==> config.mk <==
export PLATFORM = sky130hd
export DESIGN_NAME = friscv_inst_fetcher
export DESIGN_NICKNAME = d
export VERILOG_FILES = /design/src/rtl/friscv_pkg.sv /design/src/rtl/friscv_scfifo.sv /design/src/rtl/friscv_inst_fetcher.sv
export SDC_FILE = /design/constraint.sdc
export NUM_CORES = 1
export LEC_CHECK = 0
export CAP_MARGIN = 15
export CORE_MARGIN = 5
export CORE_UTILIZATION = 25
export DETAILED_ROUTE_END_ITERATION = 8
export GPL_ROUTABILITY_DRIVEN = 0
export GPL_TIMING_DRIVEN = 0
export PLACE_DENSITY_LB_ADDON = 0.15
export SYNTH_ARGS = -nofsm -noshare
export SYNTH_HDL_FRONTEND = slang
export SYNTH_SLANG_ARGS = --single-unit
==> constraint.sdc <==
create_clock -name aclk -period 10.2 [get_ports aclk]
set_clock_uncertainty 0.15 [all_clocks]
set_input_delay 2.55 -clock aclk [delete_from_list [all_inputs] [get_ports aclk]]
set_output_delay 2.55 -clock aclk [all_outputs]
set_load 0.005 [all_outputs]
==> src/rtl/friscv_pkg.sv <==
// Shared types and constants for the friscv fetch stage.
package friscv_pkg;

  localparam int         INST_WIDTH    = 32;
  localparam logic [1:0] AXI_RESP_OKAY = 2'b00;
  localparam logic [2:0] PROT_INST     = 3'b100;

  typedef enum logic [1:0] {
    BOOT,
    FETCH,
    PURGE
  } fetch_state_t;

endpackage

==> src/rtl/friscv_scfifo.sv <==
// Single-clock FIFO with synchronous flush; registered storage, read data is the head entry.
module friscv_scfifo #(
  parameter  int WIDTH = 8,
  parameter  int DEPTH = 4,
  localparam int AW    = $clog2(DEPTH)
) (
  input  logic             aclk,
  input  logic             aresetn,
  input  logic             flush_i,
  input  logic             push_i,
  input  logic [WIDTH-1:0] data_i,
  input  logic             pop_i,
  output logic [WIDTH-1:0] data_o,
  output logic             empty_o,
  output logic             full_o,
  output logic [AW:0]      count_o
);

  localparam logic [AW:0] ONE = (AW+1)'(1);

  logic [WIDTH-1:0] mem_q [DEPTH];
  logic [AW:0]      wr_q, rd_q;
  logic             wr_en, rd_en;

  // Pointers carry one wrap bit so full and empty are distinguishable.
  assign empty_o = (wr_q == rd_q);
  assign full_o  = (wr_q[AW] != rd_q[AW]) && (wr_q[AW-1:0] == rd_q[AW-1:0]);
  assign count_o = wr_q - rd_q;
  assign wr_en   = push_i && !full_o;
  assign rd_en   = pop_i && !empty_o;
  assign data_o  = mem_q[rd_q[AW-1:0]];

  always_ff @(posedge aclk or negedge aresetn) begin
    if (!aresetn) begin
      wr_q <= '0;
      rd_q <= '0;
    end else if (flush_i) begin
      wr_q <= '0;
      rd_q <= '0;
    end else begin
      if (wr_en) wr_q <= wr_q + ONE;
      if (rd_en) rd_q <= rd_q + ONE;
    end
  end

  always_ff @(posedge aclk) begin
    if (wr_en && !flush_i) mem_q[wr_q[AW-1:0]] <= data_i;
  end

endmodule

==> src/rtl/friscv_inst_fetcher.sv <==
// Instruction fetch: AXI4-lite AR/R master feeding an instruction FIFO, with jump purge.
// Optional FRISCV_FETCH_RESP_CHECK_EN stores rresp != OKAY per entry and drives inst_err.
module friscv_inst_fetcher
  import friscv_pkg::*;
#(
  parameter int          XLEN       = INST_WIDTH,
  parameter int          ADDRW      = 16,
  parameter int unsigned BOOT_ADDR  = 0,
  parameter int unsigned FIFO_DEPTH = 4,
  parameter logic [7:0]  AXI_ID     = 8'h10
) (
  input  logic             aclk,
  input  logic             aresetn,
  input  logic             jump_valid,
  input  logic [ADDRW-1:0] jump_pc,
  output logic             inst_valid,
  input  logic             inst_ready,
  output logic [XLEN-1:0]  inst_data,
  output logic [ADDRW-1:0] inst_pc,
  output logic             inst_err,
  output logic             arvalid,
  input  logic             arready,
  output logic [ADDRW-1:0] araddr,
  output logic [2:0]       arprot,
  output logic [7:0]       arid,
  input  logic             rvalid,
  output logic             rready,
  input  logic [XLEN-1:0]  rdata,
  input  logic [1:0]       rresp,
  input  logic [7:0]       rid
);

  localparam int CW  = $clog2(FIFO_DEPTH) + 2;
  localparam int FCW = $clog2(FIFO_DEPTH) + 1;
`ifdef FRISCV_FETCH_RESP_CHECK_EN
  localparam int FW = 1 + ADDRW + XLEN;
`else
  localparam int FW = ADDRW + XLEN;
`endif

  fetch_state_t     state_q, state_d;
  logic             arvalid_q, arvalid_d;
  logic [ADDRW-1:0] araddr_q, araddr_d, pc_q, pc_d, rsp_pc_q, rsp_pc_d;
  logic [CW-1:0]    ostd_q, ostd_d, purge_q, purge_d, inflight;
  logic             ar_hs, r_hs, drop, push, pop, pending, can_issue;
  logic [ADDRW-1:0] jump_tgt;
  logic [FW-1:0]    fifo_din, fifo_dout;
  logic             fifo_empty, fifo_full;
  logic [FCW-1:0]   fifo_cnt;
  logic             unused_ok;

  assign jump_tgt = {jump_pc[ADDRW-1:2], 2'b00};
  assign ar_hs    = arvalid_q && arready;
  assign r_hs     = rvalid && rready;
  assign pending  = arvalid_q && !arready;
  assign drop     = r_hs && ((purge_q != '0) || jump_valid);
  assign push     = r_hs && !drop && !fifo_full;
  assign pop      = !fifo_empty && inst_ready;
  // Every slot that will end up in the FIFO: queued, in flight, or being requested.
  assign inflight = ostd_q + CW'(fifo_cnt) + CW'(arvalid_q);

  always_comb begin
    state_d   = state_q;
    arvalid_d = arvalid_q;
    araddr_d  = araddr_q;
    pc_d      = pc_q;
    rsp_pc_d  = rsp_pc_q;
    purge_d   = purge_q;
    ostd_d    = ostd_q + CW'(ar_hs) - CW'(r_hs);
    // A jump makes everything outstanding stale, including an AR still waiting for arready.
    if (jump_valid)                     purge_d = ostd_d + CW'(pending);
    else if (r_hs && purge_q != '0)     purge_d = purge_q - CW'(1);
    if (ar_hs) arvalid_d = 1'b0;
    can_issue = !jump_valid && (!arvalid_q || arready) && (inflight < CW'(FIFO_DEPTH)) &&
                ((state_q == FETCH) || (state_q == PURGE && purge_d == '0));
    if (can_issue) begin
      arvalid_d = 1'b1;
      araddr_d  = pc_q;
      pc_d      = pc_q + ADDRW'(4);
    end
    // Responses return in order, so the PC of the next kept response is simply counted.
    if (push) rsp_pc_d = rsp_pc_q + ADDRW'(4);
    if (jump_valid) begin
      pc_d     = jump_tgt;
      rsp_pc_d = jump_tgt;
    end
    case (state_q)
      BOOT:    state_d = FETCH;
      FETCH:   if (jump_valid && purge_d != '0) state_d = PURGE;
      PURGE:   if (purge_d == '0) state_d = FETCH;
      default: state_d = BOOT;
    endcase
  end

  always_ff @(posedge aclk or negedge aresetn) begin
    if (!aresetn) begin
      state_q   <= BOOT;
      arvalid_q <= 1'b0;
      araddr_q  <= ADDRW'(BOOT_ADDR);
      pc_q      <= ADDRW'(BOOT_ADDR);
      rsp_pc_q  <= ADDRW'(BOOT_ADDR);
      ostd_q    <= '0;
      purge_q   <= '0;
    end else begin
      state_q   <= state_d;
      arvalid_q <= arvalid_d;
      araddr_q  <= araddr_d;
      pc_q      <= pc_d;
      rsp_pc_q  <= rsp_pc_d;
      ostd_q    <= ostd_d;
      purge_q   <= purge_d;
    end
  end

`ifdef FRISCV_FETCH_RESP_CHECK_EN
  assign fifo_din  = {rresp != AXI_RESP_OKAY, rsp_pc_q, rdata};
  assign inst_err  = fifo_dout[FW-1];
  assign unused_ok = ^{rid, jump_pc[1:0]};
`else
  assign fifo_din  = {rsp_pc_q, rdata};
  assign inst_err  = 1'b0;
  assign unused_ok = ^{rid, rresp, jump_pc[1:0]};
`endif

  friscv_scfifo #(.WIDTH(FW), .DEPTH(FIFO_DEPTH)) u_fifo (
    .aclk    (aclk),
    .aresetn (aresetn),
    .flush_i (jump_valid),
    .push_i  (push),
    .data_i  (fifo_din),
    .pop_i   (pop),
    .data_o  (fifo_dout),
    .empty_o (fifo_empty),
    .full_o  (fifo_full),
    .count_o (fifo_cnt)
  );

  assign arvalid    = arvalid_q;
  assign araddr     = araddr_q;
  assign arprot     = PROT_INST;
  assign arid       = AXI_ID;
  assign rready     = 1'b1;
  assign inst_valid = !fifo_empty;
  assign inst_data  = fifo_dout[XLEN-1:0];
  assign inst_pc    = fifo_dout[XLEN +: ADDRW];

endmodule

Word-level counts from Yosys, hierarchy flattened
Memories as Yosys holds them, arrays and structs flattened.
Index checks and enable logic that the tools add are counted.
{"block": "word_totals", "register_bits": 65, "ramBits": 192, "in_bits": 64, "out_inout_bits": 79, "word_cells": 81, "mem_count": 1}
{"block": "op_classes", "addsub": 11, "n_lt_le_gt_ge": 1, "n_eq_ne": 7, "muxes": 17, "n_reduce_logical": 35}
{"memory": "u_fifo.mem_q", "depth": 4, "width": 48, "read_ports": 1, "rd_ports_with_merged_regs": 0, "write_ports": 1, "line": "friscv_scfifo.sv:21", "text": "logic [WIDTH-1:0] mem_q [DEPTH];"}
{"op": "16-bit two-way mux", "count": 4}
{"op": "16-bit by 3-bit adder with 16-bit output (second input constant)", "count": 2}
{"op": "1-bit logical AND", "count": 16}
{"op": "4-bit by 1-bit adder with 4-bit output", "count": 3}
{"op": "3-bit two-way mux", "count": 4}
{"op": "2-bit nonzero test", "count": 5}
{"op": "4-bit two-way mux", "count": 2}
{"op": "4-bit nonzero test", "count": 2}
{"op": "3-bit by 1-bit adder with 3-bit output (second input constant)", "count": 2}
{"op": "1-bit logical NOT", "count": 6}
{"op": "2-bit one-hot mux with 3 select lines", "count": 1}
{"op": "4-bit by 3-bit adder with 4-bit output", "count": 1}
{"op": "4-bit logical NOT", "count": 1}
{"op": "4-bit by 3-bit < comparator with 1-bit output (second input constant)", "count": 1}
{"op": "1-bit two-way mux", "count": 4}
{"op": "2-bit two-way mux", "count": 2}
{"op": "2-bit by 1-bit != test with 1-bit output (second input constant)", "count": 2}
{"op": "4-bit by 1-bit subtractor with 4-bit output", "count": 1}
{"op": "4-bit by 1-bit subtractor with 4-bit output (second input constant)", "count": 1}
{"op": "3-bit equality test", "count": 1}
{"op": "1-bit logical OR", "count": 3}
{"op": "3-bit subtractor", "count": 1}
{"op": "2-bit by 1-bit equality test with 1-bit output (second input constant)", "count": 1}
{"op": "2-bit equality test", "count": 1}
{"op": "4 further kinds", "count": 4}

Depth between registers and ports, before layout
Gate-level depths: netlist (run 1).
{"block": "logic_depth", "ltp_word": 11, "mapped_depth": 14, "mapped_depth_nobuf": 13}

Hierarchy
A second synthesis (run 1) with hierarchy kept.
{"block": "unflattened", "cells_unflattened": 627, "area_unflattened_um2": 10665.2}
{"mod": "friscv_scfifo", "instances": 1, "cells_per_inst": 316, "area_per_inst_um2": 7495.9, "seq_area_each_um2": 5915.7}
{"mod": "friscv_inst_fetcher", "instances": 1, "cells_per_inst": 311, "area_per_inst_um2": 3169.3, "seq_area_each_um2": 1326.3}

Least setup slack after synthesis (run 1)
Ideal clock, no wire load.
{"block": "synth_timing", "path_kind": "input-to-reg", "start": "input port arready", "end": "register pc_q[6]", "setup_time_ps": 124, "t_arrival_ps": 5310, "required_time_ps": 9926, "slack_ps": 4616, "stages": 13, "path_buffers": 1, "cell_sequence": "nand2_1 > ha_1 > inv_1 > ha_1 > fa_1 > ha_1 > xnor2_1 > nor4b_1 > o31ai_2 > or3_4 > buf_6 > mux2i_1 > a211o_1"}
{"block": "synth_via", "elab_chain_cells": 10, "word_cells_on_any_way": 15, "classes_between": "add/sub: 3; mux: 1; reduce/logical: 11"}
{"item": "start, declared", "line": "friscv_inst_fetcher.sv:22", "text": "input logic arready,"}
{"item": "1-bit logical AND", "line": "friscv_inst_fetcher.sv:53", "text": "assign ar_hs = arvalid_q && arready;"}
{"item": "4-bit by 1-bit adder with 4-bit output", "line": "friscv_inst_fetcher.sv:69", "text": "ostd_d = ostd_q + CW'(ar_hs) - CW'(r_hs);"}
{"item": "4-bit by 1-bit subtractor with 4-bit output", "line": "friscv_inst_fetcher.sv:69"}
{"item": "net ostd_d[1]", "line": "friscv_inst_fetcher.sv:44", "text": "logic [CW-1:0] ostd_q, ostd_d, purge_q, purge_d, inflight;"}
{"item": "4-bit by 1-bit adder with 4-bit output", "line": "friscv_inst_fetcher.sv:71", "text": "if (jump_valid) purge_d = ostd_d + CW'(pending);"}
{"item": "4-bit two-way mux", "line": "friscv_inst_fetcher.sv:71"}
{"item": "4-bit logical NOT", "line": "friscv_inst_fetcher.sv:75", "text": "((state_q == FETCH) || (state_q == PURGE && purge_d == '0));"}
{"item": "1-bit logical AND", "line": "friscv_inst_fetcher.sv:75"}
{"item": "1-bit logical OR", "line": "friscv_inst_fetcher.sv:75"}
{"item": "1-bit logical AND", "line": "friscv_inst_fetcher.sv:74", "text": "can_issue = !jump_valid && (!arvalid_q || arready) && (inflight < CW'(FIFO_DEPTH)) &&"}
{"item": "2-bit nonzero test (no source line)"}
{"item": "end signal, assigned", "line": "friscv_inst_fetcher.sv:100", "text": "pc_q <= ADDRW'(BOOT_ADDR);"}
{"item": "end signal, assigned", "line": "friscv_inst_fetcher.sv:108", "text": "pc_q <= pc_d;"}
{"item": "end, declared", "line": "friscv_inst_fetcher.sv:43", "text": "logic [ADDRW-1:0] araddr_q, araddr_d, pc_q, pc_d, rsp_pc_q, rsp_pc_d;"}
The timed path passes the listed nets, and every way through them passes these cells.
A chain may end at the register's enable or synchronous reset.

Worst setup path after layout (run 1)
{"block": "layout_timing", "start": "register u_fifo.rd_q[0]", "end": "output port inst_data[30]"}
{"block": "layout_via", "elab_chain_cells": 1}
{"item": "start, declared", "line": "friscv_scfifo.sv:22", "text": "logic [AW:0] wr_q, rd_q;"}
{"item": "start signal, assigned", "line": "friscv_scfifo.sv:42", "text": "if (rd_en) rd_q <= rd_q + ONE;"}
{"item": "memory 4 x 48 bit"}
{"item": "end, declared", "line": "friscv_inst_fetcher.sv:18", "text": "output logic [XLEN-1:0] inst_data,"}
Every way passes these cells.

==> results.yml, run 1 <==
sta:
  worst_pin_slew_ns: 0.984
  fmax_mhz: 159
  relSlewSlack_pct: 34.4
  period_share_pct: 61.9
  rsz0062_at_grt: "no"
  setup_viol: 0
  fin_tns_setup_ns: 0
  period_needed_ns: 6.31
  hold_violations: 0
  slew_violations: 0
clocking:
  cts.path.max_buffers: 3
  ctsResizeCount: 0
  clock_sinks: 243
  hold_buffers: 0
  cts_tree: "done"
  post-cts-setup-buffers: 0
  clkLatencyLatePin_ns: 0.55
  cts-root-buf: "clkbuf_16"
  h-tree-depth: 1
  clk_pin_slew_ns: 0.06
  cts_buffers: 29
logic_synthesis:
  synthTopCellsByCount: "edfxtp_1, dfrtp_1, mux4_2"
  synth_async_sr_flop_share_pct: 24.3
  yosysTopAreaCellShare_pct: 54.5
  syn_avg_cell_area_um2: 17.0
  ys_types: 54
  synthFlopType: "edfxtp_1"
  seq_area_frac_synth_pct: 69.1
  synth-edff-count: 184
  yosys.area.top_type: "edfxtp_1"
  ys_warn_count: 0
  ys_top_cells_by_area: "edfxtp_1, dfrtp_1, mux4_2, ha_1, mux2_4"
  synth-seq-cells: 243
  yosysMostFrequentCell: "edfxtp_1"
  synth_area_um2: 10100
  syn_inst: 597
layout:
  stdcell_area_um2: 13000
  drive_gt1_share_pct: 17.4
  n_fill_cell: 3951
  nets: 841
  area_growth_pct: 28.0
  n_antenna_cell: 0
  final_cells: 1303
  multi_input_area_um2: 2910
  regArea_um2: 7000
grt:
  track_usage_pct: 10.5
  met1_usage_pct: 14.7
  grt_pass1_wl_um: 36600
  grt-busiest-layer: "met2"
  grt_overflow: 0
  gr-usage-met2_pct: 16.7
  met3_usage_pct: 2.56
  grt_pass1_vias: 6062
  grt_start_max_net_pins: 60
  antenna_found_initial: 0
drt:
  ant_nets: 0
  firstDrtPassIters: 4
  vias_per_cell: 4.26
  drt_iter0_drc: 194
  drc: 0
  vias: 5550
  routed_wl_um: 23800
  avgRoutedWirePerCell_um: 18.3
setup_path:
  worstSetupPathType: "register to output port"
  worstPathArrival_ns: 3.61
  cp.required_ns: 7.50
  path_max_fanout: 10
  start_kind: "register"
  crit_path_end_kind: "output port"
floorplan:
  dieArea_um2: 44700
  initial_core_util_pct: 25.4
  coreArea_um2: 39900
  fp.dieH_um: 211
  dieWidth_um: 211
  rows: 73
  num_io_pins: 143
power_and_ir_drop:
  clkPwrFrac_pct: 38.0
  power.internal_mw: 2.09
  p_switching_uw: 713
  p_seq_share_pct: 43.1
  pwr-share-comb_pct: 18.9
  p_sw_share_pct: 25.4
  power_mw: 2.80
  p_per_area_nw_per_um2: 216
  power_leakage_nw: 4.52
  ir_worst_vdd_uv: 113
placement:
  place_area_um2: 12000
  io_buffers: 113
  place_hpwl_um: 15100
  dp.cells: 1250
run:
  drv_cap: 0
outcome:
  status: "complete, no violations"
min_path:
  hold_class: "register to register"
[cell usage in the layout, fill, tap and decap left out, types with 4 or more instances in the layout]
cell type          n
o21ai_1            9
a21oi_1           15
and3_1             8
nand2_1           40
mux4_2            46
nand3_1           18
clkbuf_1          21
xor2_1             6
clkinv_2           4
nor3_1             4
a31oi_1            4
inv_1             16
o311ai_0           4
nor4_1             9
conb_1            17
edfxtp_1         184
nor2b_1            5
bufinv_16          5
dfrtp_1           59
o21ai_0           16
ha_1              19
clkbuf_16         29
o211ai_1           4
nor2_1            16
buf_4             18
and2_4             4
mux2_4            13
buf_1              5
xnor2_1           18
clkdlybuf4s50_1  112
[final cells by class]
cell class / count / area share [%]
plain buffers: 40 / 1.77
clock buffers: 36 / 5.87
clock inverters: 17 / 1.71
inverters: 16 / 0.463
multi-input cells: 313 / 22.5
flip-flops and latches: 243 / 54.0
well taps: 525 / 5.06
repair buffers: 113 / 8.70
[per-stage QoR]
stage	hold WS [ns]	util (%)	setup WS (ns)
floorplan	0.282	-	4.62
global placement	0.310	30.0	2.95
detailed placement	0.306	30.0	3.51
CTS	0.324	32.5	3.65
global route	0.344	32.5	3.54
finish	0.321	32.5	3.89
[cell families after synthesis]
kind of cell,synth area share [%]
AOI/OAI and AO/OA,4.46
DFF,69.1
xor gates and xnor gates,2.30
and+or+nand+nor,6.17
muxes,12.3
buffers and inverters,2.86
adders and majority gates,2.74
other,0.0741
[metal layers]
layer | vias to the layer above | wire length (µm)
met1 | 2778 | 11200
met2 | 133 | 10900
met4 | 0 | 539
li1 | 2603 | -
met3 | 36 | 1190
met5 | - | 0
[state kept, by name, indices dropped and copies added (netlist names), 2 cells and up]
signal,flops
u_fifo.wr_q,3
araddr,14
state_q,2
u_fifo.rd_q,3
pc_q,14
purge_q,4
u_fifo.mem_q,184
rsp_pc_q,14
ostd_q,4
[power groups by stage]
stage	logic [mW]	clock network (mW)	registers [mW]
after floorplan	0.329	0	1.21
after global placement	0.541	0	1.23
after detailed placement	0.541	0	1.23
after CTS	0.544	1.10	1.21
after global routing	0.586	1.14	1.22
final	0.530	1.06	1.21
[critical path, cell delays in order, from the launching register on]
cell             delay, ns
dfrtp_1               0.41
clkbuf_1              0.76
buf_1                 0.77
mux4_2                0.59
clkdlybuf4s50_1       0.51
[worst paths after layout]
kind / start / to / slack [ns] / cells past startpoint
worst max-delay path: u_fifo.rd_q[0] / inst_data[30] / 3.89 / 4
worst min-delay path: state_q[0] / state_q[0] / 0.32 / 1
worst max register to register: u_fifo.rd_q[1] / pc_q[6] / 5.34 / 14
worst min register to register: state_q[0] / state_q[0] / 0.32 / 1
max in group asynchronous: aresetn / purge_q[1] / 7.40 / 1
min in group asynchronous: aresetn / pc_q[4] / 1.93 / 1
(Power assumes the default switching activity.)
==> run 2, diff against run 1 <==
==> constraint.sdc (replaced) <==
create_clock -name aclk -period 5.14 [get_ports aclk]
set_clock_uncertainty 0.15 [all_clocks]
set_input_delay 1.285 -clock aclk [delete_from_list [all_inputs] [get_ports aclk]]
set_output_delay 1.285 -clock aclk [all_outputs]
set_load 0.005 [all_outputs]
==> results.yml, run 2 (same netlist as run 1, synthesis figures left out) <==
setup_path:
  cp.required_ns: 5.39
  crit_chain: "clkdlybuf4s50_1 -> ha_1 -> inv_1 -> ha_1 -> fa_1 -> ha_1 -> xnor2_1 -> nor4b_1 -> o31ai_2 -> buf_2 -> nor4_1 -> xnor2_1 -> o21ai_1"
  start_kind: "input pin"
  worstSetupPathType: "input pin to register"
  crit_path_frequent_cell: "ha_1"
  slowest_stage: "clkdlybuf4s50_1"
  cp_slowest_stage_delay_ns: 0.61
  crit_path_end_kind: "register"
  path_max_fanout: 10
  worstPathArrival_ns: 5.03
outcome:
  status: "complete, no violations"
floorplan:
  num_io_pins: 143
  coreArea_um2: 39900
  rows: 73
  fp.dieH_um: 211
  initial_core_util_pct: 25.4
  dieArea_um2: 44700
  dieWidth_um: 211
grt:
  grt_start_max_net_pins: 60
  track_usage_pct: 10.6
  grt_overflow: 0
  grt_pass1_wl_um: 36600
  antenna_found_initial: 0
  grt_pass1_vias: 6059
clocking:
  clock_sinks: 243
  cts.path.max_buffers: 3
  cts_buffers: 29
  clk_pin_slew_ns: 0.06
  cts_tree: "done"
  cts-root-buf: "clkbuf_16"
  hold_buffers: 0
  clkLatencyLatePin_ns: 0.55
  h-tree-depth: 1
drt:
  routed_wl_um: 23900
  vias_per_cell: 4.27
  firstDrtPassIters: 4
  drt_iter0_drc: 206
  drc: 0
  vias: 5561
  avgRoutedWirePerCell_um: 18.3
  ant_nets: 0
power_and_ir_drop:
  clkPwrFrac_pct: 38.0
  pwr-share-comb_pct: 18.9
  power_leakage_nw: 4.53
  p_sw_share_pct: 25.5
  power_mw: 5.56
  p_seq_share_pct: 43.1
  p_per_area_nw_per_um2: 429
  power.internal_mw: 4.15
  p_switching_mw: 1.42
  ir_worst_vdd_uv: 224
layout:
  area_growth_pct: 28.1
  n_fill_cell: 3949
  drive_gt1_share_pct: 17.6
  final_cell_mix: "edfxtp_1, clkdlybuf4s50_1, dfrtp_1, mux4_2, nand2_1"
  final_common_cell: "edfxtp_1"
  largest_register_ffs: 184
  nets: 841
  final_cells: 1303
  n_antenna_cell: 0
sta:
  slew_violations: 0
  hold_slack_ns: 0.321
  hold_violations: 0
  worst_pin_slew_ns: 0.919
  period_needed_ns: 4.78
  fmax_mhz: 209
  relSlewSlack_pct: 38.8
  setup_viol: 0
  rsz0062_at_grt: "no"
  period_share_pct: 92.9
placement:
  dp.cells: 1250
  place_hpwl_um: 15100
  io_buffers: 113
min_path:
  hold_class: "register to register"
run:
  drv_cap: 0
## run 2: changes by cell type in the layout (fill, tap and decap cells not counted), sizes merged
cell and change:
clkdlybuf4s15 +1, buf -1
## run 2: per-layer routing
metal	vias up	share of wire, %	track usage (%)
met3	36	4.9	2.56
met2	127	46	16.7
met4	0	2.3	2.55
met1	2792	47	14.8
met5	-	0	0
li1	2606	-	-
## run 2: what timing repair did
item                                    CTS  global route
hold endpoints to repair                  0             0
buffers inserted                          0             0
gates resized for setup                   2             2
cloned                                    0             0
pin swaps                                 0             0
endpoints found under the setup margin   30            16
## run 2: metrics by stage
stage               setup slack [ns]  area, µm²  setup TNS, ns  utilization, %
CTS                           0.0170      13000              0            32.5
floorplan                      0.821      10200              0               -
global route                   0.157      13000              0            32.5
detailed placement            -0.286      12000          -3.18            30.0
finish                         0.364      13000              0            32.5
global placement               -1.27      12000        -210.53            30.0
## run 2: layout make-up
class,count,area (µm²),share of cell area [%]
plain buffers,40,239,1.84
clock buffers,36,762,5.87
clock inverters,17,221,1.71
inverters,16,60.1,0.463
multi-input cells,313,2910,22.4
flip-flops and latches,243,7000,53.9
well taps,525,657,5.06
repair buffers,113,1130,8.69
## run 2: critical path, delay by kind of cell
family                     cells  cell delay (ns)
and+or+nand+nor                2             0.96
xor gates and xnor gates       2             0.38
buffers and inverters          3             0.87
AOI/OAI and AO/OA              2             0.24
adders and majority gates      4             1.29
## run 2: final timing paths
kind	start	endpoint	slack (ns)	cells past startpoint
worst max-delay path	rvalid	pc_q[15]	0.36	13
worst min-delay path	state_q[0]	state_q[0]	0.32	1
worst max register to register	u_fifo.rd_q[1]	pc_q[6]	0.50	14
worst min register to register	state_q[0]	state_q[0]	0.32	1
max in group asynchronous	aresetn	purge_q[1]	3.60	1
min in group asynchronous	aresetn	pc_q[4]	0.66	1
## run 2: power groups by stage
stage	Clock (mW)	Sequential (mW)	Combinational [mW]
floorplan	0	2.41	0.653
global route	2.27	2.42	1.16
finish	2.11	2.40	1.05
detailed placement	0	2.44	1.07
global placement	0	2.44	1.07
CTS	2.19	2.40	1.08
